===== src/rtl/stream_pkg.sv =====
// rtl/stream_pkg.sv - shared stream mux state encodings and defaults
package stream_pkg;

    localparam int DATA_W_DEF = 8;

    typedef enum logic [1:0] {
        ST_IDLE  = 2'd0,
        ST_LOCK0 = 2'd1,
        ST_LOCK1 = 2'd2
    } state_t;

endpackage


===== src/rtl/stream_out_reg.sv =====
// rtl/stream_out_reg.sv - single-stage valid/ready output register
module stream_out_reg #(
    parameter int W = 10
) (
    input  logic         clk,
    input  logic         rst,
    input  logic         load,
    input  logic [W-1:0] load_data,
    input  logic         out_ready,
    output logic         out_valid,
    output logic [W-1:0] out_data,
    output logic         can_load
);

    // The slot is free when empty or being drained this cycle.
    assign can_load = !out_valid | out_ready;

    always_ff @(posedge clk) begin
        if (rst) begin
            out_valid <= 1'b0;
            out_data  <= '0;
        end else if (load) begin
            out_valid <= 1'b1;
            out_data  <= load_data;
        end else if (out_ready) begin
            out_valid <= 1'b0;
        end
    end

endmodule


===== src/rtl/stream_mux2_rr.sv =====
// rtl/stream_mux2_rr.sv - packet-aware round-robin 2:1 stream multiplexer
module stream_mux2_rr
    import stream_pkg::*;
#(
    parameter int DATA_W    = DATA_W_DEF,
    parameter bit PRIO_INIT = 1'b0
) (
    input  logic              clk,
    input  logic              rst,
    input  logic              in0_valid,
    output logic              in0_ready,
    input  logic [DATA_W-1:0] in0_data,
    input  logic              in0_last,
    input  logic              in1_valid,
    output logic              in1_ready,
    input  logic [DATA_W-1:0] in1_data,
    input  logic              in1_last,
    output logic              out_valid,
    input  logic              out_ready,
    output logic [DATA_W-1:0] out_data,
    output logic              out_last,
    output logic              out_sel,
    output logic              busy
);

    state_t              state;
    logic                ptr;
    logic                grant0;
    logic                grant1;
    logic                can_load;
    logic                acc0;
    logic                acc1;
    logic [DATA_W+1:0]   load_word;
    logic [DATA_W+1:0]   out_word;

    always_comb begin
        grant0 = 1'b0;
        grant1 = 1'b0;
        case (state)
            ST_IDLE: begin
                grant0 = in0_valid & (!in1_valid | !ptr);
                grant1 = in1_valid & (!in0_valid | ptr);
            end
            ST_LOCK0: grant0 = 1'b1;
            ST_LOCK1: grant1 = 1'b1;
            default: ;
        endcase
    end

    assign in0_ready = grant0 & can_load;
    assign in1_ready = grant1 & can_load;
    assign acc0      = in0_valid & in0_ready;
    assign acc1      = in1_valid & in1_ready;
    assign load_word = acc1 ? {1'b1, in1_last, in1_data} : {1'b0, in0_last, in0_data};

    // Pointer moves only when a packet finishes, so a locked packet is never split.
    always_ff @(posedge clk) begin
        if (rst) begin
            state <= ST_IDLE;
            ptr   <= PRIO_INIT;
        end else if (acc0) begin
            if (in0_last) begin
                state <= ST_IDLE;
                ptr   <= 1'b1;
            end else begin
                state <= ST_LOCK0;
            end
        end else if (acc1) begin
            if (in1_last) begin
                state <= ST_IDLE;
                ptr   <= 1'b0;
            end else begin
                state <= ST_LOCK1;
            end
        end
    end

    stream_out_reg #(.W(DATA_W + 2)) u_out_reg (
        .clk       (clk),
        .rst       (rst),
        .load      (acc0 | acc1),
        .load_data (load_word),
        .out_ready (out_ready),
        .out_valid (out_valid),
        .out_data  (out_word),
        .can_load  (can_load)
    );

    assign {out_sel, out_last, out_data} = out_word;
    assign busy = (state != ST_IDLE) | out_valid;

endmodule


===== config.mk =====
export PLATFORM = sky130hd
export DESIGN_NAME = stream_mux2_rr
export DESIGN_NICKNAME = d
export VERILOG_FILES = /design/src/rtl/stream_pkg.sv /design/src/rtl/stream_out_reg.sv /design/src/rtl/stream_mux2_rr.sv
export SDC_FILE = /design/constraint.sdc
export NUM_CORES = 1
export LEC_CHECK = 0
export ABC_CLOCK_PERIOD_IN_PS = 2500
export BUFFER_PORTS_ARGS = -buffer_cell sky130_fd_sc_hd__buf_2
export CORE_MARGIN = 8
export CORE_UTILIZATION = 45
export DETAILED_ROUTE_END_ITERATION = 10
export GPL_ROUTABILITY_DRIVEN = 0
export MAX_ROUTING_LAYER = met4
export PLACE_DENSITY = 0.81
export SLEW_MARGIN = 5
export SYNTH_ARGS = -nofsm -noshare
export SYNTH_HDL_FRONTEND = slang
export SYNTH_SLANG_ARGS = --single-unit

===== constraint.sdc =====
create_clock -name clk -period 2.5 [get_ports clk]
set_clock_uncertainty 0.05 [all_clocks]
set_input_delay 0.375 -clock clk [delete_from_list [all_inputs] [get_ports clk]]
set_output_delay 0.375 -clock clk [all_outputs]
set_load 0.01 [all_outputs]

# Word-level counts from Yosys, hierarchy flattened
# Cells that the tools add are included.
# totals
ram_bits	0
input_bits	23
romBits	0
n_memories	0
regBits	14
latch_bits	0
# op_classes
bitwise_logic	11
div	0
muxes	13
n_addsub	0
multipliers	0
n_eq_ne	3
n_lt_le_gt_ge	0
reduce_logical	10
n_shift	0
# op_table
op	count
$mux W10	1
$reduce_bool A2 Y1	4
$mux W1	7
$and A1 B1 Y1	6
$mux W2	3
$or A1 B1 Y1	5
$logic_not A1 Y1	4
$pmux W1 S2	2
$reduce_and A3 Y1	1
$eq A2 B1 Y1 const B	1
$eq A2 B2 Y1 const B	1
$logic_not A2 Y1	1
$ne A2 B2 Y1 const B	1

# Logic depth before layout (Yosys ltp)
# logic_depth
ltp_word	8
ltp_mapped	5
depth_no_buf	4

# Hierarchy
# Synthesis repeated with hierarchy kept, for this count alone.
# unflattened
hier_cells	71
hier_area_um2	764.5
# modules_own_cells
mod	cells_per_inst	seq_area_each_um2	area_each_um2	n_inst
stream_out_reg	36	220.2	389.1	1
stream_mux2_rr	35	60.1	375.4	1

# Worst setup path before layout
# OpenSTA, ideal clock, no wires.
# synth_path
path_type	input to output
start	input out_ready
end	output in1_ready
t_arrival_ps	915
n_path_buf	0
path_slack_ps	1160
stages	2
path_cell_list	and2b_1 nor3_1
# synth_between
elab_chain_len	2
# synth_rtl
item	line	text
from (decl)	stream_mux2_rr.sv:19	input logic out_ready,
$or A1 B1 Y1	stream_out_reg.sv:16	assign can_load = !out_valid | out_ready;
$and A1 B1 Y1	stream_mux2_rr.sv:51	assign in1_ready = grant1 & can_load;
to (decl)	stream_mux2_rr.sv:15	output logic in1_ready,
# No other way between the ends.

# Worst setup path after layout
# layout_path
start	register ptr
end	output in1_ready
# layout_between
elab_chain_len	4
# layout_rtl
item	line	text
from (decl)	stream_mux2_rr.sv:27	logic ptr;
from (signal assigned)	stream_mux2_rr.sv:60	ptr <= PRIO_INIT;
from (signal assigned)	stream_mux2_rr.sv:64	ptr <= 1'b1;
from (signal assigned)	stream_mux2_rr.sv:71	ptr <= 1'b0;
$or A1 B1 Y1	stream_mux2_rr.sv:42	grant1 = in1_valid & (!in0_valid | ptr);
$and A1 B1 Y1	stream_mux2_rr.sv:42	
$pmux W1 S2	stream_mux2_rr.sv:39	case (state)
$and A1 B1 Y1	stream_mux2_rr.sv:51	
# No other way between the ends.

==> key figures <==
Finish
  – P&R area growth vs syn: 29.3%
  – N_diodes: 0
  – Final cell count without fillers: 124
  – Fill cells: 147
  – Final #Nets: 133
  – Layout cells sized above 1: 40.7%

Synthesis
  – Main combinational cell family by area after synthesis: compound AO/OA/AOI/OAI gates
  – XOR/XNOR Fraction of Synth Area: 0%
  – Synth top area share: 41.0%
  – Most instantiated library cell after synthesis: dfxtp_1
  – Yosys warnings: 0
  – Syn Area/Cell: 9.49 sq um
  – Post-synth top flop: dfxtp_1
  – Post-synth EDFFs: 0
  – Post-Syn Nets: 95
  – Top post-synthesis cells by count: dfxtp_1 (14), nor2_1 (10), a211oi_1 (9), mux2i_1 (8), a21oi_1 (5)
  – Synth Area in Simple Gates: 20.0%
  – Synth Area in Adders: 0%
  – Dominant cells by area after synthesis: dfxtp_1 (41%), mux2i_1 (12%), a211oi_1 (9.9%)
  – Async SR Flop Fraction: 0%
  – Synthesized flop and latch total: 14
  – Synth unique cells: 25
  – Compound-cell area share of the yosys netlist: 23.4%
  – Mux share of post-synthesis cell area: 11.7%
  – Seq/Total Area, Yosys: 41.0%
  – Mapped cell area: 683 sq um
  – Post-synth top area cell: dfxtp_1
  – Cell count after synthesis: 72

Place
  – Dpl hpwl: 1290 um
  – Setup WS pre-CTS: 0.797 ns
  – DP Cell Count: 121
  – Buffers on Ports: 36

Global routing
  – Grt met2 use: 17.4%
  – Total GRT Usage: 11.1%
  – Layer with the highest usage: met2
  – Number of global-route vias before repair: 624
  – First-pass GRT wire length: 2490 um
  – Global route overflow: 0
  – Global-route met3 utilization: 3.48%
  – Antenna violations before repair: 0
  – Largest net degree at the start of global routing: 17
  – M1 GR Usage: 12.9%

Detailed routing
  – Residual DRC count: 0
  – Avg WL per Cell: 13.0 um
  – Vias per cell: 5.20
  – Antenna viol nets, final: 0
  – Via count: 645
  – Drt pass-1 iters: 2
  – Wirelength, routed: 1610 um
  – DRT iter0 DRCs: 5

Worst setup path
  – CP Data Required Time: 2.08 ns
  – Crit-path max FO: 6
  – CP arrival: 1.20 ns
  – Worst Setup End Kind: output port
  – Worst Setup Start Kind: flip-flop
  – Worst setup path class: reg2out

Clock tree
  – Root Driver: clkbuf_4
  – CTS Buf Count: 3
  – Skew-Pair Late Insertion Delay: 0.27 ns
  – Max Root-Sink Buffers: 2
  – CTS H-tree depth: 1
  – Worst-path clk slew: 0.08 ns
  – Cts repair resizes: 0
  – TritonCTS clock tree: yes
  – Clock sink total: 14
  – Hold Buf Count CTS: 0
  – Setup Fix Bufs, Post-CTS: 0

Timing
  – Max_slew headroom: 57.2%
  – Fin crit share: 65.0%
  – Post-Route Setup TNS: 0 ns
  – Fin. Hold Viols: 0
  – Fmax: 615 MHz
  – Min Tclk post-route: 1.63 ns
  – Final Max Tran Viols: 0
  – Worst-margin pin slew: 0.641 ns
  – Unrepaired setup endpoints after global routing: no
  – Final setup margin: 0.874 ns
  – Final Setup Violations: 0

Floorplanning
  – Die Span X: 55.0 um
  – Die ar.: 0.00302 sq mm
  – Core area: 0.00147 sq mm
  – Starting density of the core: 46.4%
  – Height of the die: 55.0 um
  – Top-level I/O count: 37
  – FP Rows: 14

Run
  – Maxcap violations: 0

Power and ir drop
  – Worst IR drop on VDD: 0.000376 V
  – Pwr/cell area: 598 mW/mm^2
  – LEAKAGE: 0.454 nW

Min path
  – Worst hold path class: in2reg

Status
  – Status: finished clean
[critical path, cell delays in order, from the launching register on]
cell	delay, ns
dfxtp_1	0.44
nand2b_1	0.13
a21oi_1	0.06
nor3_1	0.14
buf_2	0.16
[final timing paths]
kind / start / to / slack [ns] / cells after the start
min reg2reg: u_out_reg.out_data[4] / u_out_reg.out_data[4] / 0.45 / 2
max reg2reg: state[1] / u_out_reg.out_data[3] / 0.90 / 4
min: in0_last / state[0] / 0.25 / 2
max: ptr / in1_ready / 0.87 / 4
[metal layers]
metal	wire, um	up-vias
li1	-	336
met1	730	279
met2	712	26
met3	136	4
met4	29	0
met5	0	-
[sequential cells by signal (all words and copies together), names as in the netlist]
register / count
u_out_reg.out_data: 10
ptr: 1
state: 2
u_out_reg.out_valid: 1
[kinds of logic (layout without fill, tap and decap cells)]
group                  after synthesis  after routing
DFF                                 14             14
muxes                                8              8
and+or+nand+nor                     25             25
buffers and inverters                4             40
AOI/OAI and AO/OA                   21             21
[through the flow]
stage | total power [mW] | utilization [%] | area (sq um) | hold slack, ns
6_report | 0.528 | 60.0 | 883 | 0.246
5_1_grt | 0.557 | 60.0 | 883 | 0.243
4_1_cts | 0.532 | 60.0 | 883 | 0.244
3_5_place_dp | 0.413 | 58.5 | 861 | 0.441
3_3_place_gp | 0.409 | 58.5 | 861 | 0.410
2_1_floorplan | 0.361 | - | 683 | 0.398
[power by group]
part,total [mW],internal [mW],switching (mW),leakage (nW)
logic,0.144,0.0682,0.0761,0.324
registers,0.261,0.246,0.0148,0.116
clock network,0.122,0.0557,0.0666,0.0138
[layout make-up]
type                            instances  area, sq um  area share (%)
Multi-Input combinational cell         54          377            42.6
Inverter                                1         3.75           0.425
Tap cell                               16         20.0            2.27
Clock buffer                            3         22.5            2.55
Timing Repair Buffer                   36          180            20.4
Sequential cell                        14          280            31.7
[cells in the final DEF, fill, tap and decap left out, drive strengths merged, types with 2 or more instances in the layout]
master	count
clkbuf	3
nor2	10
nand2	3
dfxtp	14
a211oi	10
nor3	2
mux2i	8
o21ai	2
a21oi	6
nand2b	4
buf	36
(Power assumes the default switching activity.)
